===== config.mk =====
export PLATFORM = sky130hd
export DESIGN_NAME = collision_manager_flat
export DESIGN_NICKNAME = d
export VERILOG_FILES = /design/src/rtl/collision_manager_if.sv /design/src/rtl/collision_manager.sv /design/src/flat_wrapper.sv
export SDC_FILE = /design/constraint.sdc
export NUM_CORES = 1
export LEC_CHECK = 0
export ABC_AREA = 0
export CAP_MARGIN = 15
export CORE_MARGIN = 1.5
export CORE_UTILIZATION = 45
export DETAILED_ROUTE_END_ITERATION = 8
export GPL_TIMING_DRIVEN = 0
export MAX_ROUTING_LAYER = met4
export PLACE_DENSITY_LB_ADDON = 0.25
export SYNTH_ARGS = -nofsm -noshare
export SYNTH_HDL_FRONTEND = slang
export SYNTH_SLANG_ARGS = --single-unit

===== constraint.sdc =====
create_clock -name clk -period 4 [get_ports clk]
set_clock_uncertainty 0.05 [all_clocks]
set_input_delay 0.4 -clock clk [delete_from_list [all_inputs] [get_ports clk]]
set_output_delay 0.4 -clock clk [all_outputs]
set_load 0.02 [all_outputs]

===== src/rtl/collision_manager_if.sv =====
// collision_manager_if
//   Bundles the per-pixel inputs and the collision/frame outputs of
//   collision_manager. clk and resetN stay outside as plain ports.
//
//   Parameters
//     NUM_OBJ : number of object channels
//     CNT_W   : width of each per-object hit counter
//
//   Signals
//     startOfFrame    : one-cycle pulse on the first pixel of a frame
//     enable          : detection enable
//     clear_counts    : one-cycle request to zero all hit counters
//     drawing_request : per-object draw request for the current pixel
//     collision_now   : combinational per-object collision on this pixel
//     hit_pulse       : registered, at most once per object per frame
//     any_hit_pulse   : registered OR of hit_pulse
//     frame_hits      : objects hit during the last completed frame
//     frame_valid     : one-cycle pulse when frame_hits updates
//     hit_count       : flattened counters, object k at [k*CNT_W +: CNT_W]
//
//   Modports: master drives the inputs, slave is the collision manager.

interface collision_manager_if #(
   parameter int unsigned NUM_OBJ = 8,
   parameter int unsigned CNT_W   = 8
);

   logic                       startOfFrame;
   logic                       enable;
   logic                       clear_counts;
   logic [NUM_OBJ-1:0]         drawing_request;
   logic [NUM_OBJ-1:0]         collision_now;
   logic [NUM_OBJ-1:0]         hit_pulse;
   logic                       any_hit_pulse;
   logic [NUM_OBJ-1:0]         frame_hits;
   logic                       frame_valid;
   logic [NUM_OBJ*CNT_W-1:0]   hit_count;

   modport master (
      output startOfFrame,
      output enable,
      output clear_counts,
      output drawing_request,
      input  collision_now,
      input  hit_pulse,
      input  any_hit_pulse,
      input  frame_hits,
      input  frame_valid,
      input  hit_count
   );

   modport slave (
      input  startOfFrame,
      input  enable,
      input  clear_counts,
      input  drawing_request,
      output collision_now,
      output hit_pulse,
      output any_hit_pulse,
      output frame_hits,
      output frame_valid,
      output hit_count
   );

endinterface


===== src/rtl/collision_manager.sv =====
// collision_manager
//   Pixel-rate collision detector for NUM_OBJ drawable objects. Two objects
//   collide on a pixel when both request drawing and their pair is enabled
//   in PAIR_MASK. Per-frame hit flags produce one hit_pulse per object per
//   frame; at each frame close the flags are published on frame_hits and
//   per-object saturating counters count frames containing a hit.
//
//   Parameters
//     NUM_OBJ   : object channels, legal range 2..16
//     PAIR_MASK : bit [i*NUM_OBJ+j], i<j, enables pair (i,j); bits i>=j unused
//     CNT_W     : width of each hit counter
//
//   Ports
//     clk    : system clock, rising edge
//     resetN : synchronous active-low reset
//     bus    : collision_manager_if slave (inputs, collision and frame outputs)

module collision_manager #(
   parameter int unsigned                NUM_OBJ   = 8,
   parameter logic [NUM_OBJ*NUM_OBJ-1:0] PAIR_MASK = '1,
   parameter int unsigned                CNT_W     = 8
) (
   input logic                clk,
   input logic                resetN,
   collision_manager_if.slave bus
);

   typedef enum logic [0:0] {
      StWaitSof = 1'b0,
      StActive  = 1'b1
   } state_e;

   state_e             state_q, state_d;
   logic [NUM_OBJ-1:0] flag_q, flag_d;
   logic [NUM_OBJ-1:0] hit_pulse_q, hit_pulse_d;
   logic               any_hit_q, any_hit_d;
   logic [NUM_OBJ-1:0] frame_hits_q, frame_hits_d;
   logic               frame_valid_q, frame_valid_d;
   logic [CNT_W-1:0]   cnt_q [NUM_OBJ];
   logic [CNT_W-1:0]   cnt_d [NUM_OBJ];

   logic [NUM_OBJ-1:0] coll;
   logic               enter_frame;
   logic               run_frame;
   logic               close_frame;

   // Only the upper triangle of PAIR_MASK is meaningful; fold (i,j) onto it.
   function automatic logic pair_enabled(int unsigned a, int unsigned b);
      int unsigned lo;
      int unsigned hi;
      lo = (a < b) ? a : b;
      hi = (a < b) ? b : a;
      return PAIR_MASK[lo*NUM_OBJ+hi];
   endfunction

   // Pure combinational detection, independent of state and enable.
   always_comb begin
      coll = '0;
      for (int unsigned i = 0; i < NUM_OBJ; i++) begin
         for (int unsigned j = 0; j < NUM_OBJ; j++) begin
            if (i != j && bus.drawing_request[i] && bus.drawing_request[j]
                && pair_enabled(i, j)) begin
               coll[i] = 1'b1;
            end
         end
      end
   end

   assign enter_frame = (state_q == StWaitSof) && bus.startOfFrame && bus.enable;
   assign run_frame   = (state_q == StActive) && bus.enable;
   assign close_frame = run_frame && bus.startOfFrame;

   always_comb begin
      state_d       = state_q;
      flag_d        = flag_q;
      hit_pulse_d   = '0;
      frame_hits_d  = frame_hits_q;
      frame_valid_d = 1'b0;
      for (int unsigned k = 0; k < NUM_OBJ; k++) begin
         cnt_d[k] = cnt_q[k];
      end

      unique case (state_q)
         StWaitSof: begin
            if (enter_frame) begin
               state_d = StActive;
               // Stale flags from a discarded partial frame are dropped here;
               // the startOfFrame pixel itself counts toward the new frame.
               flag_d      = coll;
               hit_pulse_d = coll;
            end
         end
         StActive: begin
            if (!bus.enable) begin
               state_d = StWaitSof;
            end else if (close_frame) begin
               frame_hits_d  = flag_q;
               frame_valid_d = 1'b1;
               flag_d        = coll;
               hit_pulse_d   = coll;
               for (int unsigned k = 0; k < NUM_OBJ; k++) begin
                  if (flag_q[k] && cnt_q[k] != {CNT_W{1'b1}}) begin
                     cnt_d[k] = cnt_q[k] + CNT_W'(1);
                  end
               end
            end else begin
               flag_d      = flag_q | coll;
               hit_pulse_d = coll & ~flag_q;
            end
         end
         default: state_d = StWaitSof;
      endcase

      // Clearing overrides a simultaneous frame-close increment.
      if (bus.clear_counts) begin
         for (int unsigned k = 0; k < NUM_OBJ; k++) begin
            cnt_d[k] = '0;
         end
      end

      any_hit_d = |hit_pulse_d;
   end

   always_ff @(posedge clk) begin
      if (!resetN) begin
         state_q       <= StWaitSof;
         flag_q        <= '0;
         hit_pulse_q   <= '0;
         any_hit_q     <= 1'b0;
         frame_hits_q  <= '0;
         frame_valid_q <= 1'b0;
         for (int unsigned k = 0; k < NUM_OBJ; k++) begin
            cnt_q[k] <= '0;
         end
      end else begin
         state_q       <= state_d;
         flag_q        <= flag_d;
         hit_pulse_q   <= hit_pulse_d;
         any_hit_q     <= any_hit_d;
         frame_hits_q  <= frame_hits_d;
         frame_valid_q <= frame_valid_d;
         for (int unsigned k = 0; k < NUM_OBJ; k++) begin
            cnt_q[k] <= cnt_d[k];
         end
      end
   end

   always_comb begin
      bus.hit_count = '0;
      for (int unsigned k = 0; k < NUM_OBJ; k++) begin
         bus.hit_count[k*CNT_W +: CNT_W] = cnt_q[k];
      end
   end

   assign bus.collision_now = coll;
   assign bus.hit_pulse     = hit_pulse_q;
   assign bus.any_hit_pulse = any_hit_q;
   assign bus.frame_hits    = frame_hits_q;
   assign bus.frame_valid   = frame_valid_q;

endmodule

===== src/flat_wrapper.sv =====
// flat-port wrapper written by rule: the top's interface ports become plain ports
module collision_manager_flat 
#(
   parameter int unsigned                NUM_OBJ   = 8,
   parameter logic [NUM_OBJ*NUM_OBJ-1:0] PAIR_MASK = '1,
   parameter int unsigned                CNT_W     = 8
)
  (clk, resetN, bus_startOfFrame, bus_enable, bus_clear_counts, bus_drawing_request, bus_collision_now, bus_hit_pulse, bus_any_hit_pulse, bus_frame_hits, bus_frame_valid, bus_hit_count);
  collision_manager_if #(.NUM_OBJ(NUM_OBJ), .CNT_W(CNT_W)) bus_i ();
  input logic clk;
  input logic resetN;
  input wire logic [$bits(bus_i.startOfFrame)-1:0] bus_startOfFrame;
  input wire logic [$bits(bus_i.enable)-1:0] bus_enable;
  input wire logic [$bits(bus_i.clear_counts)-1:0] bus_clear_counts;
  input wire logic [$bits(bus_i.drawing_request)-1:0] bus_drawing_request;
  output wire logic [$bits(bus_i.collision_now)-1:0] bus_collision_now;
  output wire logic [$bits(bus_i.hit_pulse)-1:0] bus_hit_pulse;
  output wire logic [$bits(bus_i.any_hit_pulse)-1:0] bus_any_hit_pulse;
  output wire logic [$bits(bus_i.frame_hits)-1:0] bus_frame_hits;
  output wire logic [$bits(bus_i.frame_valid)-1:0] bus_frame_valid;
  output wire logic [$bits(bus_i.hit_count)-1:0] bus_hit_count;
  assign bus_i.startOfFrame = bus_startOfFrame;
  assign bus_i.enable = bus_enable;
  assign bus_i.clear_counts = bus_clear_counts;
  assign bus_i.drawing_request = bus_drawing_request;
  assign bus_collision_now = bus_i.collision_now;
  assign bus_hit_pulse = bus_i.hit_pulse;
  assign bus_any_hit_pulse = bus_i.any_hit_pulse;
  assign bus_frame_hits = bus_i.frame_hits;
  assign bus_frame_valid = bus_i.frame_valid;
  assign bus_hit_count = bus_i.hit_count;
  collision_manager #(.NUM_OBJ(NUM_OBJ), .PAIR_MASK(PAIR_MASK), .CNT_W(CNT_W)) u_core (.clk(clk), .resetN(resetN), .bus(bus_i));
endmodule

## After elaboration in Yosys (flattened, before gate mapping)

Memories as Yosys holds them, arrays and structs flattened.
Cells that the tools add are included.

- Word-level logic and storage cells: 170
- Memories kept: 1
- Output and inout port bits: 90
- Bits in writable memories: 64
- Bits in registers: 27

- Add/sub/neg operators: 8
- Equal/unequal tests: 10
- Bitwise gates (word level): 12
- Mux-type cells: 89
- Reductions and logical operators: 44

Memory list:

| memory | depth | width | read ports | clocked after Yosys merged registers in | wr ports | line | text |
|---|---|---|---|---|---|---|---|
| u_core.cnt_q | 8 | 8 | 8 | 0 | 8 | collision_manager.sv:39 | `logic [CNT_W-1:0] cnt_q [NUM_OBJ];` |

Operators by type and width:

| kind | number |
|---|---|
| 64-bit 2-to-1 mux | 4 |
| 8-bit 2-to-1 mux | 22 |
| 8-bit by 1-bit adder with 8-bit output (second input constant) | 8 |
| 8-bit inequality test (second input constant) | 8 |
| 1-bit 2-to-1 mux | 60 |
| 1-bit logical AND | 40 |
| 8-bit case mux with 2 select lines | 2 |
| 8-bit bitwise AND | 1 |
| 8-bit NOT | 1 |
| 1-bit bitwise OR | 8 |
| 8-bit bitwise OR | 1 |
| 8-bit OR reduction | 1 |
| 3-bit AND reduction | 2 |
| 2-bit by 1-bit inequality test with 1-bit output (second input constant) | 1 |
| 2-bit inequality test (second input constant) | 1 |
| 1-bit case mux with 2 select lines | 1 |
| 2-bit AND reduction | 1 |
| 1-bit NOT | 1 |

## Longest topological paths before layout

Gate-level depths: netlist of run 1.

- Depth after elaboration: 13
- Depth in mapped cells: 7
- Mapped depth without buffers: 6

## Least setup slack after synthesis of run 1

No wires, ideal clock.

- Path kind: input port to flip-flop
- Start point: input port bus_drawing_request[6]
- End point: register u_core.any_hit_q (netlist: u_core.bus.any_hit_pulse)
- Path slack: 1.835 ns
- Required time: 3.821 ns
- Stages: 6
- Data arrival time: 1.986 ns
- Library setup time: 0.129 ns
- Cell sequence: or4_1 buf_2 o41ai_2 o22ai_1 a2111oi_1 a21oi_1

- Cells in the longest elaborated chain, start to end: 13
- Elaborated cells on any way between the ends: 33
- Classes of those cells: mux: 24; bitwise: 1; reduce/logical: 8

Ends and longest elaborated chain:

| element | line | text |
|---|---|---|
| from (decl) | flat_wrapper.sv:15 | `input wire logic [$bits(bus_i.drawing_request)-1:0] bus_drawing_request;` |
| 1-bit logical AND | collision_manager.sv:61 | `if (i != j && bus.drawing_request[i] && bus.drawing_request[j]` |
| 1-bit 2-to-1 mux (7 in a row) | collision_manager.sv:61 |  |
| 8-bit bitwise AND | collision_manager.sv:108 | `hit_pulse_d = coll & ~flag_q;` |
| 8-bit 2-to-1 mux | collision_manager.sv:96 | `end else if (close_frame) begin` |
| 8-bit 2-to-1 mux | collision_manager.sv:94 | `if (!bus.enable) begin` |
| 8-bit case mux with 2 select lines (*) | collision_manager.sv:83 | `unique case (state_q)` |
| 8-bit OR reduction (*) | collision_manager.sv:121 | `any_hit_d = \|hit_pulse_d;` |
| to (signal assigned) | collision_manager.sv:139 | `any_hit_q <= any_hit_d;` |
| to (decl) | collision_manager.sv:36 | `logic any_hit_q, any_hit_d;` |

Mark *: on every way between the ends. The rest lies on a longest branch, timed or not.
A chain may end at the register's enable or synchronous reset.

## Worst setup path after layout of run 1

- Start point: input port bus_drawing_request[3]
- End point: output port bus_collision_now[6]

- Cells in the longest elaborated chain, start to end: 5

Ends and longest elaborated chain:

| element | line | text |
|---|---|---|
| 1-bit logical AND | collision_manager.sv:61 |  |
| 1-bit 2-to-1 mux (4 in a row) | collision_manager.sv:61 |  |
| to (decl) | flat_wrapper.sv:16 | `output wire logic [$bits(bus_i.collision_now)-1:0] bus_collision_now;` |

Every way passes these cells.

==> impl_results.md, run 1 <==
* Reg2reg path depth at 7
* Least-Margin Pin Slew at 0.807 ns
* Dpl hpwl at 7.14 mm
* F_max at 0.299 GHz
* Number of I/O port buffers at 102
* Die area at 0.00945 mm²
* Number of warnings issued by yosys at 0
* Compound-cell area share of the yosys netlist at 0.122
* Max-cap viol count at 0
* ANT nets after route at 0
* Antenna diode instance count at 0
* RSZ-0062 raised after global routing: no
* Mux share of post-synthesis cell area at 0.0226
* Post-Syn Area at 0.00399 mm²
* Worst vdd ir at 0.163 mV
* Initial antenna violation count at 0
* Status: completed
* Post-layout power at 1660 µW
* Post-DR wirelength/cell at 14.1 µm
* CTS tree: built
* P_leak at 0.00184 µW
* Max-slew violation count at 0
* CORE AREA at 0.00868 mm²
* First-pass GRT wire length at 15.5 mm
* Count of cell types in the netlist at 43
* Most used routing layer: met2
* Setup crit end kind: output pin
* Post-CTS Hold Buffers at 0
* Synth Area in Adders at 0.0251
* Largest family of logic cells by synthesized area: simple AND/OR/NAND/NOR gates
* Launch point of the worst path: bus_drawing_request[3]
* Fraction of registers with async set/reset at 0
* CP max FO at 8
* Die H at 97.2 µm
* Commonest non-fill, non-tap cell in the layout: clkdlybuf4s50_1
* Count of final setup violators at 0
* FF+latch area at 0.00182 mm²
* Pin count of the biggest net entering global routing at 16
* Sequential area share after synthesis at 0.456
* CP required at 3.55 ns
* I/O pins at 103
* Worst-path clk slew at 0.08 ns
* GR Util All Layers at 0.206
* Fin crit period at 3.34 ns
* Peak per-stage delay on the critical path at 0.68 ns
* Horiz. Die Dim at 97.2 µm
* Critical-path cell list: clkdlybuf4s50_1 -> or4_4 -> o41ai_1 -> inv_1 -> clkdlybuf4s50_1
* Final worst path period share at 0.836
* Total CTS buffers at 9
* H-tree Lvls at 3
* Drt initial violations at 119
* Synth Area in XOR/XNOR at 0.0987
* Number of cell rows at 34
* Worst path slowest cell: o41ai_1
* Post-cts repair resize count at 0
* Post-synth EDFFs at 0
* Setup bufs post-CTS at 0
* Gpl congestion at 0.947
* GR Layer Usage met3 at 0.0468
* Post-Synth Simple-Gate Area at 0.247
* Synthesized net count at 476
* Nets at 589
* R2r setup slk at 1.72 ns
* Gate count of the mapped netlist at 455
* Area of the multi-input gates at 0.00206 mm²
* Syn avg cell area at 8.77 µm²
* Initial Util at 0.460
* Setup TNS at 0 ns
* Ys flop type: dfxtp_1
* CTS sink cnt at 91
* Worst setup path end: bus_collision_now[6]
* P&R area growth vs syn at 34.0%
* Critical path's top delay family: buffers and inverters
* CTS Root Cell: clkbuf_8
* Vias in the first global route at 3285
* Total iterations of the first detailed-routing run at 4
* Worst path most repeated cell: clkdlybuf4s50_1
* Drt drc at 0
* Final Hold Fails at 0
* RR Startpoint: u_core.state_q$_SDFF_PN0_
* GRT overflow at 0
* CP Launch Type: input pin
* Clock Latency Late Sink at 0.36 ns
* Yosys reg bits at 91
* Min-delay worst type: reg -> reg
* Worst Path Arrival at 2.89 ns
* Total Routed Length at 9.58 mm
* Via density at 5.39
* Met1 Usage GRT at 0.254
* Via count at 3669
* Slew HR at 0.455
* Max clock buf depth at 2
* R2r endpoint: u_core.cnt_q[0][12]$_SDFFE_PP0P_
* Fraction of layout cells with a size suffix above 1 at 0.0419
* Stages on worst setup path at 5
* Grt met2 use at 0.334
* CP Class: in -> out
* WP buf/inv at 3
* Fillers at 791
* Most frequent cells in the layout: 102 x clkdlybuf4s50_1, 91 x dfxtp_1, 76 x nor2_1
* Pwr dens at 311 mW/mm²
==> per-layer routing <==
| layer | wire (µm) | vias to the layer above |
|---|---|---|
| met3 | 463 | 13 |
| met4 | 138 | 0 |
| li1 | - | 1837 |
| met2 | 4570 | 90 |
| met5 | 0 | - |
| met1 | 4410 | 1729 |
==> worst min-delay path by stage <==
| stage | from | endpoint | depth (start not counted) |
|---|---|---|---|
| finish | u_core.bus.frame_hits[1]$_SDFFE_PN0P_ | u_core.bus.frame_hits[1]$_SDFFE_PN0P_ | 2 |
| CTS | u_core.bus.frame_hits[1]$_SDFFE_PN0P_ | u_core.bus.frame_hits[1]$_SDFFE_PN0P_ | 2 |
| detailed placement | u_core.bus.frame_hits[1]$_SDFFE_PN0P_ | u_core.bus.frame_hits[1]$_SDFFE_PN0P_ | 2 |
| global placement | u_core.bus.frame_hits[1]$_SDFFE_PN0P_ | u_core.bus.frame_hits[1]$_SDFFE_PN0P_ | 2 |
| global route | u_core.bus.frame_hits[1]$_SDFFE_PN0P_ | u_core.bus.frame_hits[1]$_SDFFE_PN0P_ | 2 |
| floorplan | u_core.flag_q[0]$_SDFFE_PN0P_ | u_core.bus.hit_pulse[0]$_SDFF_PN0_ | 1 |
==> power by group <==
group | switching (µW) | total [µW] | internal (µW)
Combinational | 68.3 | 111 | 42.9
Clock | 326 | 632 | 306
Sequential | 5.06 | 919 | 914
==> cells in the mapped netlist, types with 2 or more instances <==
cell / count / area (µm²)
xor2_1: 32 / 280
xnor2_1: 13 / 114
clkbuf_1: 8 / 30.0
or4_1: 2 / 15.0
a21oi_1: 19 / 95.1
nor2b_1: 4 / 25.0
and2_1: 7 / 43.8
ha_1: 8 / 100
a41oi_1: 8 / 70.1
nor3_1: 14 / 70.1
nand2b_1: 2 / 12.5
inv_1: 16 / 60.1
o21ai_1: 3 / 15.0
nand2_1: 38 / 143
buf_2: 2 / 10.0
o21ai_0: 10 / 50.1
nor4_1: 2 / 12.5
nand4_1: 21 / 131
o211ai_1: 2 / 15.0
buf_1: 4 / 15.0
a221oi_1: 2 / 17.5
nand3_1: 15 / 75.1
o22ai_1: 2 / 12.5
and3_1: 9 / 56.3
dfxtp_1: 91 / 1820
and4_1: 5 / 43.8
mux2i_1: 9 / 90.1
or3_1: 4 / 25.0
a211oi_1: 7 / 52.6
nor4b_1: 3 / 26.3
o41ai_2: 4 / 65.1
nor2_1: 76 / 285
o41ai_1: 2 / 17.5
o21a_1: 2 / 15.0
==> cells by family (layout without fill, tap and decap cells) <==
family / count (synthesis) / after routing
simple gates: 204 / 204
flops: 91 / 91
compound gates: 68 / 68
xor+xnor: 45 / 45
buf+inv: 30 / 148
mux: 9 / 9
fa+ha+maj: 8 / 8
==> sequential cells by signal (all words and copies together) (netlist names) <==
register and count:
u_core.flag_q 8, u_core.state_q 1, u_core.bus.any_hit_pulse 1, u_core.cnt_q 64, u_core.bus.hit_pulse 8, u_core.bus.frame_hits 8, u_core.bus.frame_valid 1
==> worst reg2reg max path, stage by stage, from the launching register on <==
cell,delay [ns]
dfxtp_1,0.31
buf_2,0.18
buf_1,0.35
nand4_1,0.28
a41oi_1,0.61
nand4_1,0.19
xor2_1,0.16
nor2_1,0.05
==> through the flow <==
stage	std cells	area, µm²	hold slack [ns]	utilization	setup slack (ns)
final	681	5350	0.408	0.616	0.655
after global routing	681	5350	0.428	0.616	0.555
after detailed placement	665	5150	0.398	0.593	0.675
after global placement	665	5150	0.391	0.593	0.737
after floorplan	455	3990	0.406	-	1.84
after CTS	681	5350	0.410	0.616	0.672
==> final cells by class <==
class | count | area share
tap | 108 | 0.0253
multi-input combinational | 334 | 0.384
buffer | 14 | 0.0103
sequential | 91 | 0.341
clock buffer | 10 | 0.0257
clock inverter | 6 | 0.0119
inverter | 16 | 0.0112
timing repair buffer | 102 | 0.191
(Power assumes the default switching activity.)
==> inputs of run 2 (changes only) <==
--- a/config.mk
+++ b/config.mk
@@ -8,7 +8,7 @@
 export ABC_AREA = 0
 export CAP_MARGIN = 15
 export CORE_MARGIN = 1.5
-export CORE_UTILIZATION = 45
+export CORE_UTILIZATION = 44
 export DETAILED_ROUTE_END_ITERATION = 8
 export GPL_TIMING_DRIVEN = 0
 export MAX_ROUTING_LAYER = met4
==> constraint.sdc (replaced) <==
create_clock -name clk -period 2.8 [get_ports clk]
set_clock_uncertainty 0.05 [all_clocks]
set_input_delay 0.28 -clock clk [delete_from_list [all_inputs] [get_ports clk]]
set_output_delay 0.28 -clock clk [all_outputs]
set_load 0.02 [all_outputs]
==> impl_results.md, run 2 (synthesized netlist as in run 1, its figures left out) <==
* Dpl hpwl at 7.09 mm
* Worst Path Arrival at 2.35 ns
* CTS Root Cell: clkbuf_8
* Count of final setup violators at 0
* Pwr dens at 453 mW/mm²
* Placed cell areas at 0.00515 mm²
* CP Launch Type: input pin
* Total CTS buffers at 9
* Max-slew violation count at 0
* Antenna diode instance count at 0
* Power share of the combinational group at 0.068
* Pin count of the biggest net entering global routing at 16
* Reg2reg path depth at 7
* Via count at 3685
* RR Startpoint: u_core.state_q$_SDFF_PN0_
* Fin crit period at 2.68 ns
* Die H at 98.3 µm
* Die area at 0.00965 mm²
* Max-cap viol count at 0
* CP required at 2.47 ns
* Total iterations of the first detailed-routing run at 4
* ANT nets after route at 0
* Internal power at 1890 µW
* Drt drc at 0
* I/O pins at 103
* P&R area growth vs syn at 36.5%
* Sequential power share at 0.532
* Worst vdd ir at 0.270 mV
* Slew HR at 0.502
* Critical-path cell list: dlygate4sd2_1 -> or4_4 -> or3_1 -> o21ai_2 -> inv_1 -> clkdlybuf4s50_1
* Status: completed
* Number of cell rows at 34
* Post-CTS Hold Buffers at 0
* Post-DR wirelength/cell at 14.3 µm
* Switching part of the total at 0.233
* Initial Util at 0.456
* Drt initial violations at 126
* F_max at 0.374 GHz
* Via density at 5.40
* Most frequent cells in the layout: 91 x clkdlybuf4s50_1, 91 x dfxtp_1, 76 x nor2_1
* Peak per-stage delay on the critical path at 0.53 ns
* Critical path's top delay family: buffers and inverters
* Launch point of the worst path: bus_drawing_request[7]
* Worst-path clk slew at 0.09 ns
* H-tree Lvls at 3
* Final Non-Filler Cells at 683
* GRT overflow at 0
* Max clock buf depth at 2
* Vias in the first global route at 3401
* Gpl congestion at 0.904
* Stages on worst setup path at 6
* Largest register FFs at 64
* WP buf/inv at 3
* Post-Layout Inst Area at 0.00545 mm²
* CP Class: in -> out
* Placed Instances at 665
* CP max FO at 8
* Hold Crit Start: bus_drawing_request[0]
* Final worst path period share at 0.956
* First-pass GRT wire length at 16.0 mm
* CORE AREA at 0.00876 mm²
* Initial antenna violation count at 0
* Fillers at 800
* Least-Margin Pin Slew at 0.729 ns
* Hold depth at 3
* Clock Latency Late Sink at 0.35 ns
* Setup crit end kind: output pin
* Register with the most flip-flops: u_core.cnt_q
* CTS sink cnt at 91
* GR Util All Layers at 0.209
* Nets at 591
* Number of I/O port buffers at 102
* Fraction of layout cells with a size suffix above 1 at 0.0574
* Total Routed Length at 9.79 mm
* CTS tree: built
* Worst path slowest cell: clkdlybuf4s50_1
* Horiz. Die Dim at 98.3 µm
* Sw Pwr at 574 µW
* Clock power frac at 0.401
* RSZ-0062 raised after global routing: no
* Final Hold Fails at 0
* P_leak at 0.00194 µW
* Min-delay worst type: in -> reg
## run 2: changes by cell type in the layout (fill, tap and decap cells not counted), sizes merged
cell	delta
dlygate4sd2	+3
clkbuf	+3
inv	-1
buf	+2
bufinv	+1
clkdlybuf4s50	-11
dlymetal6s2s	+5
## run 2: stage by stage
| stage | util | total power [µW] | TNS (ns) | setup WS (ns) | hold WS, ns |
|---|---|---|---|---|---|
| after floorplan | - | 1420 | 0 | 0.755 | 0.352 |
| after global placement | 0.588 | 1500 | -1.12 | -0.241 | 0.395 |
| after detailed placement | 0.588 | 1500 | -1.20 | -0.256 | 0.399 |
| after CTS | 0.616 | 2490 | -0.147 | -0.0536 | 0.412 |
| after global routing | 0.622 | 2570 | 0 | 0.0440 | 0.286 |
| final | 0.622 | 2470 | 0 | 0.123 | 0.292 |
## run 2: layout make-up
type	instances	area, µm²	share of cell area
flip-flops and latches	91	1820	0.334
multi-input cells	334	2120	0.389
clock inverters	6	88.8	0.0163
well taps	108	135	0.0248
inverters	16	60.1	0.0110
repair buffers	104	1030	0.189
plain buffers	14	55.1	0.0101
clock buffers	10	138	0.0252
## run 2: worst paths after layout
kind	endpoint	slack [ns]
worst min-delay path	u_core.bus.hit_pulse[0]$_SDFF_PN0_	0.29
worst max register to register	u_core.cnt_q[0][13]$_SDFFE_PP0P_	0.47
worst max-delay path	bus_collision_now[5]	0.12
worst min register to register	u_core.bus.frame_hits[5]$_SDFFE_PN0P_	0.41
## run 2: metal layers
layer	vias up	share of wire	wire length [µm]	global-route usage
li1	1843	-	-	-
met1	1735	0.46	4510	0.264
met2	92	0.47	4550	0.326
met3	15	0.055	542	0.0544
met4	0	0.019	184	0.0672
met5	-	0	0	-
## run 2: what timing repair did
action / in CTS / in global routing
buffers inserted: 0 / 2
gates resized for setup: 11 / 14
endpoints found under the setup margin: 8 / 5
pin swaps: 0 / 2
## run 2: power groups by stage
| stage | registers [µW] | logic [µW] | clock network, µW |
|---|---|---|---|
| after floorplan | 1350 | 76.8 | 0 |
| after global placement | 1340 | 157 | 0 |
| after detailed placement | 1340 | 159 | 0 |
| after CTS | 1310 | 161 | 1010 |
| after global routing | 1310 | 182 | 1070 |
| final | 1310 | 167 | 989 |
## run 2: worst min-delay path, cell delays in order
cell      delay [ns]
clkbuf_2        0.20
o41ai_4         0.12
a211oi_1        0.05
==> patch 1 (config.mk and constraints of run 1) <==
`NUM_OBJ` is set to 8 in 3 places; all go to 16.
--- a/src/rtl/collision_manager_if.sv
+++ b/src/rtl/collision_manager_if.sv
@@ -21,7 +21,7 @@
 //   Modports: master drives the inputs, slave is the collision manager.
 
 interface collision_manager_if #(
-   parameter int unsigned NUM_OBJ = 8,
+   parameter int unsigned NUM_OBJ = 16,
    parameter int unsigned CNT_W   = 8
 );
 
--- a/src/rtl/collision_manager.sv
+++ b/src/rtl/collision_manager.sv
@@ -16,7 +16,7 @@
 //     bus    : collision_manager_if slave (inputs, collision and frame outputs)
 
 module collision_manager #(
-   parameter int unsigned                NUM_OBJ   = 8,
+   parameter int unsigned                NUM_OBJ   = 16,
    parameter logic [NUM_OBJ*NUM_OBJ-1:0] PAIR_MASK = '1,
    parameter int unsigned                CNT_W     = 8
 ) (
--- a/src/flat_wrapper.sv
+++ b/src/flat_wrapper.sv
@@ -1,7 +1,7 @@
 // flat-port wrapper written by rule: the top's interface ports become plain ports
 module collision_manager_flat 
 #(
-   parameter int unsigned                NUM_OBJ   = 8,
+   parameter int unsigned                NUM_OBJ   = 16,
    parameter logic [NUM_OBJ*NUM_OBJ-1:0] PAIR_MASK = '1,
    parameter int unsigned                CNT_W     = 8
 )
Interface: changed (5 resized); port bits go from 103 to 199. No check against the original RTL was run, so the function may have changed too.
==> patch 1 against run 1 <==
- clock power rose to 2.6 times the old value
- sequential cell count rose by 88
- sequential power rose by 97%
- area after synthesis rose by 91%
- global-route usage rose by 3.4 points
- fmax fell by 4.9%
- total power rose by 120%
- final area rose by 96%
- routed wire length rose by 120%
- worst setup slack got worse by 0.17 ns
==> patch 1: results (changes against run 1) <==
CTS
  • Max H-tree Level: 4 (+1)
  • Root Buffer: clkbuf_16

Run status
  • Outcome: finished, final reports clean

Synth
  • Synth unique cells: 52 (+21%)
  • Fraction of the yosys area taken by sequential cells: 46.9% (+1.2 points)
  • Synth area leaders: dfxtp_1 (47%), xor2_1 (7.8%), nor2_1 (5.9%)
  • Syn_nets: 892 (+87%)

Detailed routing
  • Average wire per standard cell: 15.9 µm (+13%)
  • First-pass DRT Iterations: 5 (+1)
  • Total vias in the final route: 6961 (+90%)
  • Metal2 WL: 9.51 mm (+110%)
  • Iteration-0 DRC count of the detailed router: 440 (+270%)

Finish
  • Fin nets: 1109 (+88%)
  • Max reg flops: 128 (+100%)

Pwr
  • IR drop worst, VDD: 0.303 mV (+86%)
  • P_leak: 3.69 nW (+100%)

Global routing
  • GRT Overall Usage: 23.9% (+3.4 points)
  • First-pass GRT wire length: 32.8 mm (+110%)
  • Largest net degree at the start of global routing: 17 (+1)
  • Met1 Track Usage GR: 30.8% (+5.4 points)
  • Routing usage on met3: 6.09% (+1.4 points)
  • Grt met2 use: 37.0% (+3.6 points)

Worst setup path
  • CP max FO: 7 (-1)
  • CP Data Arrival Time: 3.07 ns (+0.18 ns)

Place
  • Final HPWL DP: 15.4 mm (+120%)
  • Number of port buffers: 198 (+94%)
  • Dpl ws: 0.496 ns (-0.179 ns)

STA
  • Slew HR: 49.6% (+4.1 points)
==> patch 1: area by class of cell <==
type / count / area [µm²]
Timing Repair Buffer: 198 / 1980
Clock buffer: 21 / 480
Fill cell: 1446 / 6100
Tap cell: 220 / 275
Sequential cell: 179 / 3580
Inverter: 15 / 56.3
Clock inverter: 11 / 100
Buffer: 30 / 113
Multi-Input combinational cell: 631 / 3890
==> patch 1: worst register-to-register path, cell delays in order, from the launching register on <==
cell	delay, ns
dfxtp_1	0.31
clkbuf_1	0.35
and3_1	0.28
clkbuf_1	0.59
o211ai_1	0.33
or2_2	0.43
or3_1	0.32
a21oi_1	0.14
==> patch 1: power breakdown <==
group / total (W) / switching (W) / internal, W
registers: 0.00181 / 0.0000150 / 0.00180
logic: 0.000209 / 0.000129 / 0.0000802
clock network: 0.00163 / 0.000707 / 0.000925
==> patch 1: logic make-up after synthesis <==
family	count (synthesis)	share of synthesized area [%]
simple gates	377	23.7
flops	179	46.9
compound gates	129	11.8
xor+xnor	94	10.8
buf+inv	45	2.21
fa+ha+maj	16	2.62
mux	15	1.96
==> patch 1: path summary, 6_finish.rpt <==
path | from | end | slack [ns] | cells after the start
worst max-delay path | bus_drawing_request[6] | bus_collision_now[9] | 0.48 | 6
worst min-delay path | u_core.bus.frame_hits[5] | u_core.bus.frame_hits[5] | 0.41 | 2
worst max register to register | u_core.state_q | u_core.cnt_q[1][37] | 1.14 | 7
worst min register to register | u_core.bus.frame_hits[5] | u_core.bus.frame_hits[5] | 0.41 | 2
==> patch 1: per-stage QoR <==
step	cells	total power, W	hold slack (ns)
final	1305	0.00366	0.412
after floorplan	855	0.00196	0.394
after global placement	1273	0.00206	0.400
after CTS	1305	0.00368	0.417
after detailed placement	1273	0.00206	0.408
after global routing	1305	0.00379	0.436
==> patch 2 (config.mk and constraints of run 1) <==
Without the edit above. Reset style: asynchronous (`resetN`), changed in one clocked block. Comments in the files are not updated.
--- a/src/rtl/collision_manager.sv
+++ b/src/rtl/collision_manager.sv
@@ -121,7 +121,7 @@
       any_hit_d = |hit_pulse_d;
    end
 
-   always_ff @(posedge clk) begin
+   always_ff @(posedge clk or negedge resetN) begin
       if (!resetN) begin
          state_q       <= StWaitSof;
          flag_q        <= '0;
Function: differs if resetN is asserted again (counterexample within 4 cycles, from zero or initial values and one cycle with resetN low); with resetN held inactive, the same outputs for 4 cycles.
==> patch 2 against run 1 <==
- final area grew 9.9%
- fmax grew 11%
- area after synthesis grew 12%
- sequential cell count is the same
- routed wire length grew 8.0%
- non-clock buffer count grew 2
- worst setup slack gained 0.34 ns
- synthesized cell count grew 2.0%
- global-route usage grew 0.98 points
- hold slack lost 0.053 ns
- critical endpoint is now bus_collision_now[7]
Power is not compared: it rests on default switching activity, and its combinational part moved more than twofold at a synthesized area within 25%.
==> patch 2: results (changes against run 1) <==
Detailed routing
  • DR top layer: met4
  • Average wire per standard cell: 14.5 µm (+2.9%)
  • WL met1: 4.86 mm (+10%)
  • Metal2 WL: 4.83 mm (+5.8%)
  • Met3 Wirelength: 445 µm (-3.9%)
  • Iteration-0 DRC count of the detailed router: 130 (+9.2%)
  • Total vias in the final route: 3727 (+1.6%)
  • First-pass DRT Iterations: 4 (unchanged)

Synth
  • Fraction of registers with async set/reset: 100% (+100 points)
  • Post-synth top cells: dfrtp_1 (91), nor2_1 (75), nand2_1 (54), xor2_1 (30), o21ai_0 (28)
  • Synth warn: 0 (unchanged)
  • Syn_nets: 485 (+1.9%)
  • Primary FF master, synth: dfrtp_1
  • Post-synthesis adder-cell area fraction: 2.23% (-0.27 points)
  • Mapped Avg Cell Area: 9.66 µm² (+10%)
  • Compound-cell area share of the yosys netlist: 9.77% (-2.4 points)
  • Fraction of the yosys area taken by sequential cells: 50.8% (+5.2 points)
  • Mux cell area share after synthesis: 2.23% (-0.024 points)
  • Synth area leaders: dfrtp_1 (51%), nor2_1 (6.3%), xor2_1 (5.9%)
  • XOR/XNOR Fraction of Synth Area: 9.18% (-0.69 points)
  • Synth unique cells: 41 (-4.7%)

Place
  • Placer congestion estimate: 0.855 (-9.7%)
  • Post-DP Area: 0.00569 mm² (+10%)
  • Number of port buffers: 101 (-0.98%)
  • Final HPWL DP: 7.45 mm (+4.5%)
  • # placed instances: 699 (+5.1%)
  • Dpl ws: 0.979 ns (+0.304 ns)

CTS
  • Worst skew pair latency: 0.37 ns
  • Root Buffer: clkbuf_8
  • Post-cts gate resize count: 0 (unchanged)
  • Max Root-Sink Buffers: 2 (unchanged)
  • Clk slew on worst S/H paths: 0.08 ns (about the same)
  • Setup repair bufs after CTS: 0 (unchanged)
  • Hold-fix buffers, CTS: 1 (+1)
  • Max H-tree Level: 3 (unchanged)

Worst setup path
  • Cell family with most CP delay: buffers and inverters
  • Max stage delay cell, worst path: or4_4
  • CP max FO: 6 (-2)
  • CP Data Arrival Time: 2.55 ns (-0.34 ns)
  • Crit-path max cell delay: 0.64 ns (-0.04 ns)
  • FF-to-FF path depth: 7 (unchanged)

Global routing
  • Grt met2 use: 31.8% (-1.6 points)
  • First-pass GRT wire length: 17.1 mm (+10%)
  • Routing usage on met3: 3.73% (-0.95 points)
  • Number of global-route vias before repair: 3491 (+6.3%)
  • Initial antenna violation count: 0 (unchanged)
  • GRT Overall Usage: 21.5% (+0.98 points)
  • Largest net degree at the start of global routing: 49 (+33)
  • Met1 Track Usage GR: 29.5% (+4.1 points)

STA
  • Setup TNS: 0 ns (unchanged)
  • Worst slew pin tran: 0.635 ns (-0.172 ns)

Pwr
  • P_leak: 2.52 nW

Run status
  • Outcome: finished, final reports clean

Finish
  • Fin cells: 715 (+5.0%)
  • Antenna fix cells: 0 (unchanged)
  • Share of cells above drive strength 1: 6.19% (+2.0 points)
  • Max reg flops: 64 (unchanged)
  • Fin nets: 599 (+1.7%)

Hold path
  • Hold Path Class: input pin to flip-flop
  • Hold path depth: 3 (+1)
-- patch 2: area by class of cell --
type | instances | area (µm²)
inverters | 19 | 71.3
fillers | 848 | 3850
flip-flops and latches | 91 | 2280
clock buffers | 11 | 131
clock inverters | 4 | 52.6
repair buffers | 103 | 1050
plain buffers | 15 | 61.3
multi-input cells | 339 | 2070
well taps | 133 | 166
-- patch 2: final timing paths --
| check | start | to | slack [ns] |
|---|---|---|---|
| max reg2reg | u_core.state_q | u_core.bus.hit_count[7] | 2.13 |
| min | bus_startOfFrame | u_core.bus.frame_hits[7] | 0.35 |
| max in group asynchronous | resetN | u_core.bus.frame_hits[2] | 2.72 |
| min reg2reg | u_core.bus.frame_hits[4] | u_core.bus.frame_hits[4] | 0.44 |
| max | bus_drawing_request[6] | bus_collision_now[7] | 1.0 |
| min in group asynchronous | resetN | u_core.bus.hit_count[52] | 0.52 |
-- patch 2: power breakdown --
group	internal, W	switching (W)
registers	0.000958	0.0000344
clock network	0.000286	0.000324
logic	0.000101	0.000147
